--- src/rtl/fetch_pkg.sv ---
// fetch_pkg: shared widths, NOP encoding and the {pc, insn} record for the fetch stage
package fetch_pkg;
  localparam int PC_W = 32;
  localparam int INSN_W = 32;
  localparam logic [INSN_W-1:0] NOP_INSN = '0;
  typedef struct packed {
    logic [PC_W-1:0]   pc;
    logic [INSN_W-1:0] insn;
  } fd_entry_t;
endpackage

--- src/rtl/fetch_skid_buf.sv ---
// fetch_skid_buf: 2-entry FIFO of {pc, insn} absorbing the in-flight imem read during a stall
module fetch_skid_buf
  import fetch_pkg::*;
(
  input  logic       clk,
  input  logic       reset,
  input  logic       flush,
  input  logic       push,
  input  fd_entry_t  push_data,
  input  logic       pop,
  output logic [1:0] cnt,
  output fd_entry_t  head
);
  fd_entry_t mem [2];
  logic hd, tl;
  assign head = mem[hd];
  always_ff @(posedge clk)
    if (push) mem[tl] <= push_data;
  always_ff @(posedge clk) begin
    if (reset || flush) begin
      cnt <= '0;
      hd  <= 1'b0;
      tl  <= 1'b0;
    end else begin
      if (push) tl <= ~tl;
      if (pop) hd <= ~hd;
      cnt <= cnt + 2'(push) - 2'(pop);
    end
  end
  always_ff @(posedge clk)
    if (!reset && !flush)
      assert (!(push && !pop && cnt == 2'd2)) else $error("skid buffer overflow");
endmodule

--- src/rtl/fetch_stage.sv ---
// fetch_stage: PC register, imem issue with one-cycle read latency, skid-buffered valid/ready toward decode
module fetch_stage
  import fetch_pkg::*;
#(
  parameter logic [31:0] RESET_PC = 32'd0,
  parameter int          IMEM_AW  = 12,
  parameter logic [31:0] PC_STEP  = 32'd1
) (
  input  logic               clk,
  input  logic               reset,
  output logic [IMEM_AW-1:0] address_imem,
  input  logic [31:0]        q_imem,
  input  logic               redirect_valid,
  input  logic [31:0]        redirect_pc,
  output logic               fd_valid,
  input  logic               fd_ready,
  output logic [31:0]        fd_pc,
  output logic [31:0]        fd_insn
);
  logic [PC_W-1:0] pc_q, rsp_pc_q;
  logic rsp_valid_q, fire, pop, push, issue;
  logic [1:0] cnt;
  logic [2:0] occ;
  fd_entry_t head, sel;
  assign address_imem = pc_q[IMEM_AW-1:0];
  always_comb begin
    sel      = (cnt != 2'd0) ? head : fd_entry_t'({rsp_pc_q, q_imem});
    fd_valid = ~redirect_valid & ((cnt != 2'd0) | rsp_valid_q);
    fire     = fd_valid & fd_ready;
    pop      = fire & (cnt != 2'd0);
    push     = rsp_valid_q & ~redirect_valid & ~(fire & (cnt == 2'd0));
    occ      = 3'(cnt) + 3'(rsp_valid_q) - 3'(fire);
    issue    = (occ < 3'd2) & ~redirect_valid;
    fd_pc    = sel.pc;
    fd_insn  = fd_valid ? sel.insn : NOP_INSN;
  end
  always_ff @(posedge clk) begin
    if (reset) begin
      pc_q        <= RESET_PC;
      rsp_pc_q    <= RESET_PC;
      rsp_valid_q <= 1'b0;
    end else if (redirect_valid) begin
      pc_q        <= redirect_pc;
      rsp_valid_q <= 1'b0;
    end else begin
      rsp_valid_q <= issue;
      if (issue) begin
        rsp_pc_q <= pc_q;
        pc_q     <= pc_q + PC_STEP;
      end
    end
  end
  fetch_skid_buf u_skid (
    .clk       (clk),
    .reset     (reset),
    .flush     (redirect_valid),
    .push      (push),
    .push_data (fd_entry_t'({rsp_pc_q, q_imem})),
    .pop       (pop),
    .cnt       (cnt),
    .head      (head)
  );
endmodule

--- config.mk ---
export PLATFORM = sky130hd
export DESIGN_NAME = fetch_stage
export DESIGN_NICKNAME = d
export VERILOG_FILES = /design/src/rtl/fetch_pkg.sv /design/src/rtl/fetch_skid_buf.sv /design/src/rtl/fetch_stage.sv
export SDC_FILE = /design/constraint.sdc
export NUM_CORES = 1
export LEC_CHECK = 0
export CAP_MARGIN = 25
export CORE_MARGIN = 2
export CORE_UTILIZATION = 48
export CTS_CLUSTER_SIZE = 25
export DETAILED_ROUTE_END_ITERATION = 16
export PLACE_DENSITY = 0.74
export SLEW_MARGIN = 20
export SYNTH_ARGS = -nofsm -noshare
export SYNTH_HDL_FRONTEND = slang
export SYNTH_SLANG_ARGS = --single-unit
--- constraint.sdc ---
create_clock -name clk -period 5.2 [get_ports clk]
set_input_delay 1.3 -clock clk [delete_from_list [all_inputs] [get_ports clk]]
set_output_delay 1.3 -clock clk [all_outputs]
set_load 0.01 [all_outputs]
==> results of run 1 <==
critical path: stages:
cell and delay [ns]:
clkdlybuf4s50_1 0.44, and2_1 0.16, ha_1 0.25, nand2b_1 0.15, fa_1 0.42, xor2_1 0.27
or4_1 0.82, or4_1 0.47, a311oi_1 0.25
final cells by class:
cell class	instances	area share
Sequential cell	198	0.481
Multi-Input combinational cell	521	0.285
Timing Repair Buffer	161	0.147
Clock buffer	25	0.0455
Tap cell	229	0.0263
Clock inverter	7	0.00883
Inverter	17	0.00585
cells by family (layout without fill, tap and decap cells):
| kind of cell | Yosys count | in the layout |
|---|---|---|
| buffers and inverters | 87 | 210 |
| multiplexers | 64 | 64 |
| adder cells (fa/ha/maj) | 5 | 5 |
| AO/OA/AOI/OAI | 167 | 167 |
| flip-flops | 198 | 198 |
| XOR/XNOR | 13 | 13 |
| AND/OR/NAND/NOR | 272 | 272 |
routing by layer:
layer	wire length (microns)	GRT usage	vias up
met5	0	0	-
met4	180	0.0484	0
met3	1260	0.0428	13
met2	9160	0.324	206
met1	8640	0.287	3027
li1	-	-	3155
worst paths after layout:
path | from | end | slack, ns | depth (start not counted)
min reg2reg | rsp_pc_q[12] | u_skid.mem[1][44] | 0.48 | 0
max reg2reg | u_skid.cnt[1] | pc_q[25] | 1.55 | 10
max | fd_ready | pc_q[25] | 0.98 | 9
min | rsp_pc_q[12] | u_skid.mem[1][44] | 0.48 | 0
placed cells by master, fill, tap and decap left out, types with 10 or more instances in the layout:
master and instances:
buf_4 14, nand2_1 108, inv_1 17, a21oi_1 40
edfxtp_1 128, a311oi_1 10, a31oi_1 34, xnor2_1 10
nand3_1 13, nor2_1 89, clkdlybuf4s50_1 142, mux2i_1 64
nor3_1 11, a211oi_1 13, dfxtp_1 69, clkbuf_16 18
o21ai_0 44
power groups by stage:
stage / Clock (W) / Combinational (W) / Sequential (W)
CTS: 0.00132 / 0.000292 / 0.00175
global route: 0.00138 / 0.000319 / 0.00176
detailed placement: 0 / 0.000291 / 0.00178
finish: 0.00130 / 0.000290 / 0.00175
global placement: 0 / 0.000287 / 0.00178
floorplan: 0 / 0.000150 / 0.00177
flip-flops by register name (all words and copies together), names as in the netlist, named ones only:
register     count
u_skid.mem     128
pc_q            32
rsp_pc_q        32
u_skid.cnt       2
rsp_valid_q      1
u_skid.hd        1
u_skid.tl        1
through the flow:
stage / utilization / setup slack [ns] / hold slack (ns)
floorplan: - / 0.142 / 0.445
global placement: 0.575 / 0.593 / 0.455
detailed placement: 0.576 / 0.582 / 0.467
CTS: 0.609 / 1.01 / 0.478
global route: 0.609 / 0.806 / 0.501
finish: 0.609 / 0.984 / 0.479
==> results.toml, run 1 <==
[layout]
drive_gt1_frac = 0.0581
final_area_sq_um = 10900
seqCellArea_sq_um = 5250
multi_input_area_sq_um = 3110
stdcell_count = 1158
area_delta_synth_final_pct = 25.1
fin_nets = 989
fill_cells = 1519
antennaDiodeCount = 0

[global_route]
antenna_found_initial = 0
grt_pass1_vias = 6141
grt_start_max_net_pins = 68
track_usage = 0.203
grt-ovfl-total = 0
grt_pass1_wl_microns = 31600

[placed_design]
placedCellCount = 1126
placed_area_sq_um = 10300
port_buffers = 144
globalplace.congestion = 0.822
place_hpwl_microns = 12500

[synthesis]
avgSynthCellArea_sq_um = 10.8
synth_compound_area_frac = 0.118
synthTopCellsByArea = "edfxtp_1, dfxtp_1, mux2i_1"
yosysTopAreaCell = "edfxtp_1"
yosysMostFrequentCell = "edfxtp_1"
ys_top_cells_by_count = "edfxtp_1, nand2_1, nor2_1"
synthesis.instances = 806
synth_fa_ha_area_frac = 0.00804
synth_top_family_by_area = "simple AND/OR/NAND/NOR gates"
synthMuxAreaShare = 0.0735
synth_xor_area_frac = 0.0131
synth_top_area_frac = 0.441
syn_area_sq_um = 8720
synth_warnings = 0
synth.distinct_cells = 48
async_flop_share = 0
synthSimpleGateAreaFrac = 0.142
ys.flop_type = "edfxtp_1"
synth_edf_count = 128
ys_seq_area_frac = 0.602
synth_nets = 879
ys_ff_latch = 198

[sta]
fin_crit_ns = 4.22
setup_violations = 0
rsz0062_at_grt = "no"
finClkSkew_ns = 0.00679
max_slew.worst_pin.slew_ns = 0.890
slew_viol_final = 0
hold_viol = 0
finalSetupTns_ns = 0
fin_crit_sh = 0.811
relSlewSlack = 0.405
max_freq_ghz = 0.237

[outcome]
status = "finished clean"

[power]
ir_worst_vdd_mv = 0.243
intPower_w = 0.00262
finalPower_w = 0.00334
p_seq_frac = 0.525
leakage_nw = 3.60
clkPwrFrac = 0.389
pwr_density_cell_nw_per_um2 = 306
pwr-share-comb = 0.087
p_sw_w = 0.000722
netSwitchingFraction = 0.216

[cts]
clk_pin_slew_ns = 0.07
clk_path_buf_depth = 2
cts_setup_buffers = 0
tritoncts = "done"
cts-root-buf = "clkbuf_16"
clock-sinks = 198
postCtsHoldBufs = 0
cts_buffers = 17
ctsHtreeMaxLevel = 4
post_cts_resized = 0
clock_latency_ns = 0.42

[floorplanning]
die_x_microns = 139
num_rows = 49
start_util = 0.487
die_h_microns = 139
core_sq_um = 17900
io_pins = 145
die_area_sq_um = 19300

[route]
ant_nets = 0
first_iter_violations = 394
vias_per_cell = 5.53
post-route-drc-count = 0
first_pass_iters = 5
drt_wl_total_microns = 19200
wire_per_inst_microns = 16.6
via_count = 6401

[worst_hold_path]
hp-class = "register to register"

[worst_setup_path]
crit_arrival_ns = 4.55
path_class = "primary input to register"
worst-path-max-fanout = 14
worstSetupStartpointType = "primary input"
required_ns = 5.53
critPathCaptureType = "register"

[run]
max-cap-violations = 0
Note: power is estimated with default switching activity, not from simulation.
==> inputs of run 2 (changes only) <==
- clock period: 5.2 -> 3.74 ns (I/O delays scaled with it)
==> run 2 against run 1 <==
Effect of this change:
- combinational power increased by 42%
- highest routed layer unchanged
- cell area increased by 1.3%
- global-route usage increased by 0.069 points
- first-iteration DRC count increased by 24%
- total power increased by 40%
- largest cell class unchanged
- non-clock buffer count increased by 15
==> results.toml, run 2 (synthesis results as in run 1) <==
[outcome]
status = "finished clean"

[route]
wire_per_inst_microns = 16.6
drt_wl_total_microns = 19500
first_iter_violations = 487
via_count = 6501
vias_per_cell = 5.54
first_pass_iters = 6
post-route-drc-count = 0
ant_nets = 0

[sta]
finalSetupTns_ns = 0
max_freq_ghz = 0.282
setup_violations = 0
slew_viol_final = 0
finClkSkew_ns = 0.00905
fin_crit_sh = 0.947
rsz0062_at_grt = "no"
max_slew.worst_pin.slew_ns = 0.827
fin_crit_ns = 3.54
relSlewSlack = 0.449
hold_viol = 0

[worst_setup_path]
crit_arrival_ns = 3.83
reg2reg_depth = 10
critPathLaunch = "fd_ready"
rrSetupSlack_ns = 0.38
path_class = "primary input to register"
worst-path-max-fanout = 10
r2r_end = "pc_q[16]"
worstSetupStartpointType = "primary input"
r2r_start = "u_skid.cnt[0]"
required_ns = 4.03
critPathCaptureType = "register"

[cts]
clk_pin_slew_ns = 0.06
clock-sinks = 198
ctsHtreeMaxLevel = 4
clk_path_buf_depth = 2
cts-root-buf = "clkbuf_16"
postCtsHoldBufs = 0
cts_buffers = 17
post_cts_resized = 0
tritoncts = "done"
clock_latency_ns = 0.43
cts_setup_buffers = 0

[worst_hold_path]
hp-class = "register to register"
hold_path_end = "u_skid.mem[0][36]"
worst_hold_startpoint = "rsp_pc_q[4]"
hold_path_depth = 0

[layout]
drive_gt1_frac = 0.0805
largest_register = "u_skid.mem"
fin_nets = 1004
layout_commonest_cell = "clkdlybuf4s50_1"
area_delta_synth_final_pct = 26.8
largest_reg_flops = 128
stdcell_count = 1173
final_cell_mix = "clkdlybuf4s50_1, edfxtp_1, nand2_1"
antennaDiodeCount = 0
reg_top3 = "u_skid.mem: 128 flops, pc_q: 32 flops, rsp_pc_q: 32 flops"

[global_route]
grt_start_max_net_pins = 68
grt_pass1_vias = 6109
grt-ovfl-total = 0
grt_use_met3 = 0.0383
track_usage = 0.204
grt_pass1_wl_microns = 31400
use_met1 = 0.277
antenna_found_initial = 0
grtUsageMet2 = 0.329
busiest_layer = "met2"

[floorplanning]
core_sq_um = 17900
io_pins = 145
start_util = 0.487
die_x_microns = 139
die_h_microns = 139
die_area_sq_um = 19300
num_rows = 49

[placed_design]
port_buffers = 144
globalplace.congestion = 0.874
placedCellCount = 1141
place_hpwl_microns = 12800

[power]
ir_worst_vdd_mv = 0.356
pwr_density_cell_nw_per_um2 = 423
leakage_nw = 3.68

[run]
max-cap-violations = 0
==> run 2: cell type report <==
cell class              instances  area, sq um
fillers                      1464         6850
inverters                      17         63.8
well taps                     229          287
clock inverters                12          150
clock buffers                  20          437
multi-input cells             521         3140
flip-flops and latches        198         5250
repair buffers                176         1720
==> run 2: how the worst max path moves through the flow <==
| stage | to | slack (ns) |
|---|---|---|
| 6_report | pc_q[16] | 0.20 |
| 5_1_grt | pc_q[16] | 0.09 |
| 4_1_cts | pc_q[16] | 0.20 |
| 3_5_place_dp | pc_q[24] | -0.21 |
| 3_3_place_gp | pc_q[18] | -0.18 |
| 2_1_floorplan | pc_q[18] | -0.04 |
==> run 2: where the power goes <==
group | leakage [nW] | switching [W] | internal (W) | total (W)
clock network | 0.282 | 0.000771 | 0.00105 | 0.00182
registers | 1.81 | 0.0000592 | 0.00238 | 0.00244
logic | 1.58 | 0.000206 | 0.000207 | 0.000413
==> run 2: critical path, stage by stage <==
cell             delay (ns)
clkdlybuf4s50_1        0.44
and2_1                 0.17
ha_1                   0.28
nand2b_4               0.15
fa_2                   0.57
nand2_2                0.06
or4_4                  0.60
o21a_1                 0.22
a2111oi_0              0.42
==> run 2: per-layer routing <==
| layer | vias up | part of all wire |
|---|---|---|
| li1 | 3187 | - |
| met1 | 3086 | 0.45 |
| met2 | 208 | 0.48 |
| met3 | 20 | 0.056 |
| met4 | 0 | 0.017 |
| met5 | - | 0 |
==> run 2: through the flow <==
stage               utilization  setup WS (ns)  hold slack [ns]  cell area, sq um  total power [W]
floorplan                     -        -0.0356            0.445              8780          0.00268
global placement          0.584         -0.182            0.456             10500          0.00289
detailed placement        0.584         -0.210            0.467             10500          0.00290
CTS                       0.617          0.201            0.487             11100          0.00471
global route              0.617         0.0900            0.500             11100          0.00483
finish                    0.617          0.199            0.487             11100          0.00467
